==> src/rtl/reg_snapshot_reader_if.sv <==
// Address/data beat stream from the snapshot reader to its sink.
// Master drives the beat, slave answers with OutReady.
interface reg_snapshot_reader_if #(
    parameter int W = 8,
    parameter int D = 4
);
    logic         OutValid;
    logic         OutReady;
    logic [W-1:0] OutData;
    logic [D-1:0] OutAddr;

    modport master (
        output OutValid,
        output OutData,
        output OutAddr,
        input  OutReady
    );

    modport slave (
        input  OutValid,
        input  OutData,
        input  OutAddr,
        output OutReady
    );
endinterface

==> src/rtl/reg_snapshot_reader.sv <==
// Walks a register range through the register file read port and streams
// each captured value as an address/data beat; waits out same-register writes.
module reg_snapshot_reader #(
    parameter int W = 8,
    parameter int D = 4
) (
    input  logic                   Clk,
    input  logic                   Reset,
    input  logic                   Start,
    input  logic [D-1:0]           FirstAddr,
    input  logic [D-1:0]           LastAddr,
    input  logic                   Abort,
    output logic [D-1:0]           RdAddr,
    input  logic [W-1:0]           RdData,
    input  logic                   WrEn,
    input  logic [D-1:0]           WrAddr,
    reg_snapshot_reader_if.master  snap,
    output logic                   Busy,
    output logic                   Done
);

    typedef enum logic [1:0] {
        IDLE,
        CAPTURE,
        SEND,
        DONE
    } state_t;

    state_t       state;
    logic [D-1:0] last_addr;
    logic         out_valid;
    logic [W-1:0] out_data;
    logic [D-1:0] out_addr;
    logic         hazard;

    assign hazard = WrEn && (WrAddr == RdAddr);

    assign snap.OutValid = out_valid;
    assign snap.OutData  = out_data;
    assign snap.OutAddr  = out_addr;

    assign Busy = (state == CAPTURE) || (state == SEND);

    always_ff @(posedge Clk) begin
        if (Reset) begin
            state     <= IDLE;
            last_addr <= '0;
            RdAddr    <= '0;
            out_valid <= 1'b0;
            out_data  <= '0;
            out_addr  <= '0;
            Done      <= 1'b0;
        end else if (Abort && state != IDLE) begin
            state     <= IDLE;
            out_valid <= 1'b0;
            Done      <= 1'b0;
        end else begin
            Done <= 1'b0;
            unique case (state)
                IDLE: begin
                    if (Start) begin
                        last_addr <= LastAddr;
                        RdAddr    <= FirstAddr;
                        state     <= CAPTURE;
                    end
                end
                CAPTURE: begin
                    // A same-cycle write lands at this edge; retry to see it.
                    if (!hazard) begin
                        out_data  <= RdData;
                        out_addr  <= RdAddr;
                        out_valid <= 1'b1;
                        state     <= SEND;
                    end
                end
                SEND: begin
                    if (out_valid && snap.OutReady) begin
                        out_valid <= 1'b0;
                        if (RdAddr == last_addr) begin
                            state <= DONE;
                            Done  <= 1'b1;
                        end else begin
                            RdAddr <= RdAddr + 1'b1;
                            state  <= CAPTURE;
                        end
                    end
                end
                DONE: begin
                    state <= IDLE;
                end
                default: begin
                    state <= IDLE;
                end
            endcase
        end
    end

endmodule

==> src/flat_wrapper.sv <==
// flat-port wrapper written by rule: the top's interface ports become plain ports
module reg_snapshot_reader_flat 
#(
    parameter int W = 8,
    parameter int D = 4
)
  (Clk, Reset, Start, FirstAddr, LastAddr, Abort, RdAddr, RdData, WrEn, WrAddr, Busy, Done, snap_OutValid, snap_OutData, snap_OutAddr, snap_OutReady);
  reg_snapshot_reader_if #(.W(W), .D(D)) snap_i ();
  input  logic Clk;
  input  logic Reset;
  input  logic Start;
  input  logic [D-1:0] FirstAddr;
  input  logic [D-1:0] LastAddr;
  input  logic Abort;
  output logic [D-1:0] RdAddr;
  input  logic [W-1:0] RdData;
  input  logic WrEn;
  input  logic [D-1:0] WrAddr;
  output logic Busy;
  output logic Done;
  output wire logic [$bits(snap_i.OutValid)-1:0] snap_OutValid;
  output wire logic [$bits(snap_i.OutData)-1:0] snap_OutData;
  output wire logic [$bits(snap_i.OutAddr)-1:0] snap_OutAddr;
  input wire logic [$bits(snap_i.OutReady)-1:0] snap_OutReady;
  assign snap_OutValid = snap_i.OutValid;
  assign snap_OutData = snap_i.OutData;
  assign snap_OutAddr = snap_i.OutAddr;
  assign snap_i.OutReady = snap_OutReady;
  reg_snapshot_reader #(.W(W), .D(D)) u_core (.Clk(Clk), .Reset(Reset), .Start(Start), .FirstAddr(FirstAddr), .LastAddr(LastAddr), .Abort(Abort), .RdAddr(RdAddr), .RdData(RdData), .WrEn(WrEn), .WrAddr(WrAddr), .snap(snap_i), .Busy(Busy), .Done(Done));
endmodule
==> config.mk <==
export PLATFORM = sky130hd
export DESIGN_NAME = reg_snapshot_reader_flat
export DESIGN_NICKNAME = d
export VERILOG_FILES = /design/src/rtl/reg_snapshot_reader_if.sv /design/src/rtl/reg_snapshot_reader.sv /design/src/flat_wrapper.sv
export SDC_FILE = /design/constraint.sdc
export NUM_CORES = 1
export LEC_CHECK = 0
export ABC_AREA = 1
export ABC_CLOCK_PERIOD_IN_PS = 1520
export CORE_ASPECT_RATIO = 0.75
export CORE_UTILIZATION = 40
export CTS_CLUSTER_SIZE = 30
export DETAILED_ROUTE_END_ITERATION = 10
export PLACE_DENSITY = 0.86
export SLEW_MARGIN = 5
export SYNTH_ARGS = -nofsm -noshare
export SYNTH_HDL_FRONTEND = slang
export SYNTH_SLANG_ARGS = --single-unit
==> constraint.sdc <==
create_clock -name Clk -period 1.52 [get_ports Clk]
set_input_delay 0.228 -clock Clk [delete_from_list [all_inputs] [get_ports Clk]]
set_output_delay 0.228 -clock Clk [all_outputs]
set_load 0.02 [all_outputs]
* Word-level counts from Yosys, hierarchy flattened *
Index checks and enable logic that the tools add are counted.

storage, ports and cells
  input port bits = 26
  register bits = 24
  output and inout bits = 19

cells by class
  reduce and logical (&&, ||, !) cells = 15
  bitwise operators = 4
  muxes and demuxes = 13
  add/sub/neg operators = 1
  eq/ne operators = 9

operators with widths
  cell                                            number
  two-way mux 4 bit                               3
  AND reduction 3 bit                             4
  == test 4 bit                                   2
  two-way mux 2 bit                               4
  != test 2 bit (second input constant)           4
  one-hot mux 2 bit (4 select lines)              1
  one-hot mux 4 bit (2 select lines)              1
  nonzero test 2 bit                              3
  AND reduction 5 bit                             1
  adder 4 x 1 -> 4 bit (second input constant)    1
  == test 2 bit (second input constant)           2
  NOT 1 bit                                       4
  OR reduction 4 bit                              1
  logical AND 1 bit                               3
  two-way mux 1 bit                               3
  == test 2 x 1 -> 1 bit (second input constant)  1
  zero test 2 bit                                 1
  one-hot mux 1 bit (2 select lines)              1
  OR reduction 2 bit                              1
  logical OR 1 bit                                1

* Longest topological paths before layout *
  depth after elaboration = 4
  gate-level depth with buffers = 11
  gate-level depth less buffers = 11

* Worst setup path after synthesis *
No wires, ideal clock.

  path kind = reg2reg
  start point = reg u_core.state[0]
  end point = reg u_core.out_addr[2] (netlist: u_core.snap.OutAddr[2])
  required time = 1.377 ns
  library setup time = 0.143 ns
  buffers on the path = 1
  data arrival time = 1.319 ns
  path slack = 0.058 ns
  clock period less this slack = 1.462 ns
  cell stages (with the launch flop) = 8
  cell sequence = dfxtp_1 > inv_1 > ha_1 > nor2_1 > inv_1 > clkbuf_1 > nand4_1 > a21oi_2

between the ends
  word-level cells in the longest chain between the ends = 4

RTL lines
  element                                 line                       source
  from (decl)                             reg_snapshot_reader.sv:29  state_t state;
  from (signal assigned)                  reg_snapshot_reader.sv:46  state <= IDLE;
  from (signal assigned)                  reg_snapshot_reader.sv:54  state <= IDLE;
  from (signal assigned)                  reg_snapshot_reader.sv:64  state <= CAPTURE;
  nonzero test 2 bit                      reg_snapshot_reader.sv:53  end else if (Abort && state != IDLE) begin
  logical AND 1 bit                       reg_snapshot_reader.sv:53
  NOT 1 bit (no source line)              --
  AND reduction 3 bit (no source line) *  --
  to (signal assigned)                    reg_snapshot_reader.sv:71  out_addr <= RdAddr;
  to (decl)                               reg_snapshot_reader.sv:33  logic [D-1:0] out_addr;

Every way passes the cells marked *; elsewhere a longest branch is shown, timed or not.
A chain may end at the register's enable or synchronous reset.

* Worst setup path in the final report *
  start point = reg u_core.out_data[2] (netlist: u_core.snap.OutData[2])
  end point = out snap_OutData[2]

RTL lines
  element                 line                       source
  from (decl)             reg_snapshot_reader.sv:32  logic [W-1:0] out_data;
  from (signal assigned)  reg_snapshot_reader.sv:70  out_data <= RdData;
  to (decl)               flat_wrapper.sv:22         output wire logic [$bits(snap_i.OutData)-1:0] snap_OutData;

No word-level cell between the ends.

==> flow_summary_export.csv <==
group,metric,value,unit
pwr,power.leakage,0.815,nW
worst_setup_path,cpMaxStageDelayCell,"clkdlybuf4s50_1",
die,placeableCoreArea,0.00304,mm^2
sta,finalClockSkew,0.00364,ns
worst_setup_path,timing.reg2reg.worst_path_depth,10,
clocking,clk-insertion-delay-late,0.26,ns
layout,area_growth_synth_to_finish,48.6,%
die,dieHeight,51.8,um
layout,drive_gt1_share,27.5,%
layout,final_common_cell,"clkdlybuf4s50_1",
worst_setup_path,critical_path_class,"reg -> out",
die,floorplan.io_pins,45,
worst_hold_path,worst_hold_path_type,"reg -> reg",
layout,diodes,0,
route,avgViaCountPerCell,5.15,
route,drt_drc_violations_left,0,
route,detail_route.iter0.violations,119,
global_route,globalRouteOverflowTotal,0,
route,route.vias.total,1397,
pwr,max-vdd-ir-drop,824,uV
layout,mostFrequentLayoutCells,"clkdlybuf4s50_1, nand2_1, dfxtp_1",
synth,mean_cell_area_of_the_mapped_netlist,7.47,um^2
clocking,root_buffer,"clkbuf_8",
global_route,first_global_vias,1389,
job,drv_cap,0,
worst_setup_path,rrSetupSlack,0.08,ns
worst_setup_path,crit_chain,"clkdlybuf4s50_1",
worst_setup_path,type_of_origin_of_the_critical_path,"flop",
worst_hold_path,holdPathStages,2,
sta,finalHoldViolations,0,
die,die_width,68.4,um
route,route.final.wire_length,3510,um
sta,max_slew_margin_vs_limit,81.8,%
clocking,clock_path_buffers,2,
worst_setup_path,crit-reg2reg-launch,"u_core.state[1]",
global_route,groute.usage.overall,22.9,%
clocking,hold_fix_buffers_cts,0,
die,design.die.area,0.00354,mm^2
placement,placement.cell_area,0.00188,mm^2
global_route,maximum_number_of_pins_on_one_net_before_global_route_repair,13,
route,route.detailed.wl_per_inst,12.9,um
pwr,pwr_density_cell,1630,mW/mm^2
worst_hold_path,hp-start,"u_core.snap.OutAddr[2]",
placement,hpwl_detailed,2740,um
sta,rsz0062_at_grt,"yes",
synth,yosys_warnings,0,
sta,fmax,672,MHz
clocking,post_cts.repair.setup_buffers,0,
worst_setup_path,worst_ep_required_time,1.29,ns
synth,synth-seq-area-share,36.3,%
die,initial_core_util,43.5,%
worst_setup_path,critPathMaxFanout,2,
layout,stdcell_area,0.00197,mm^2
synth,synth.net_count,207,
placement,port_buffers,44,
die,rows,17,
worst_setup_path,cp_slowest_stage_delay,0.63,ns
synth,post_synthesis_cell_count,177,
placement,gpl.final_weighted_congestion,0.837,
worst_hold_path,hold_end,"u_core.snap.OutAddr[2]",
synth,ys_seq_elements,24,
pwr,fin_total_pwr,3.20,mW
sta,finalWorstPathRequiredPeriod,1.49,ns
worst_setup_path,worst-path-buf-inv,1,
layout,finish.utilization,64.6,%
clocking,cts_tree,"done",
sta,period_share,98.0,%
worst_setup_path,timing.rr.end,"u_core.RdAddr[2]",
sta,finalMaxSlewViolations,0,
route,final_antenna_net_count,0,
global_route,antenna_found_initial,0,
layout,final_net_count,265,
worst_setup_path,critPathArrivalTime,1.26,ns
clocking,cts_max_level,1,
sta,setup_total_negative_slack,0,ns
clocking,cts_num_sinks,24,
worst_setup_path,cp-end-kind,"primary output",
layout,nFillCells,265,
sta,report.final.setup_viol,0,
worst_setup_path,cp_top_family,"buffers and inverters",
outcome,status,"finished, final reports clean",
synth,yosysUniqueCellTypes,23,
route,drt_pre_antenna_iters,4,
global_route,first_pass_grt_wire_length,6070,um
clocking,clk_pin_slew_worst_paths,0.08,ns
clocking,total_clock_buffers_created_by_cts,3,
synth,netlist_area,0.00132,mm^2
sta,tightestPinTransition,0.273,ns
-- synth_stat cells --
cell type | n | area share [%]
ha_1 | 4 | 3.8
nand2_1 | 33 | 9.4
nand3_4 | 2 | 2.6
nor2_2 | 1 | 0.47
a21oi_1 | 13 | 4.9
nand4_1 | 13 | 6.1
dfxtp_1 | 24 | 36
nor2_4 | 1 | 0.85
nand2_2 | 13 | 6.1
and3_1 | 1 | 0.47
nor3_2 | 1 | 0.76
inv_2 | 4 | 1.1
or2_1 | 1 | 0.47
nand3b_1 | 1 | 0.57
clkbuf_1 | 3 | 0.85
buf_12 | 1 | 1.5
a21oi_2 | 10 | 6.6
inv_1 | 18 | 5.1
nor2_1 | 10 | 2.8
nand3_1 | 7 | 2.6
xor2_1 | 1 | 0.66
o21ai_0 | 13 | 4.9
buf_2 | 2 | 0.76
-- power by group --
part           total [mW]  internal [mW]  switching (mW)
clock               0.373          0.177           0.195
combinational        1.87          0.804            1.06
sequential          0.959          0.806           0.153
-- kinds of logic after synthesis --
logic type | synth area share, %
AOI/OAI and AO/OA | 16.5
xor gates and xnor gates | 0.662
adders and majority gates | 3.78
buffers and inverters | 9.37
DFF | 36.3
and+or+nand+nor | 33.4
-- worst max-delay path by stage --
stage | start | endpoint | slack (ns) | depth (start not counted)
after global routing | u_core.state[1] | u_core.snap.OutAddr[3] | -0.01 | 7
after CTS | u_core.state[1] | u_core.RdAddr[2] | 0.0003 | 10
after detailed placement | WrAddr[1] | u_core.snap.OutData[0] | -0.1 | 9
after global placement | WrAddr[1] | u_core.snap.OutData[0] | -0.07 | 9
after floorplan | u_core.state[0] | u_core.snap.OutAddr[2] | 0.06 | 7
final | u_core.snap.OutData[2] | snap_OutData[2] | 0.03 | 1
-- repair_timing --
action | in CTS | in global routing
pin swaps | 1 | 1
setup endpoints to repair | 11 | 20
gates resized for setup | 14 | 11
-- registers in the layout, indices dropped and copies added (netlist names) --
signal	count
u_core.snap.OutValid	1
u_core.RdAddr	4
u_core.state	2
u_core.Done	1
u_core.snap.OutAddr	4
u_core.last_addr	4
u_core.snap.OutData	8
-- through the flow --
step	hold WS, ns	worst slack (ns)	cells
floorplan	0.297	0.0575	177
global placement	0.455	-0.0718	268
detailed placement	0.456	-0.0979	268
CTS	0.471	0.000253	271
global route	0.483	-0.0128	271
finish	0.468	0.0310	271
-- final cells by class --
class | instances | area, um^2 | share of cell area [%]
Clock buffer | 3 | 41.3 | 2.10
Tap cell | 38 | 47.5 | 2.42
Timing Repair Buffer | 59 | 551 | 28.0
Inverter | 22 | 85.1 | 4.33
Multi-Input combinational cell | 125 | 756 | 38.4
Sequential cell | 24 | 485 | 24.7
-- routing by layer --
metal	wire length, um	global-route usage (%)	share of wire (%)
met5	0	0	0
met1	1620	29.2	46
met2	1620	37.3	46
met4	55	6.94	1.6
met3	212	6.14	6.0
No activity file was read; power rests on OpenSTA's default activity.
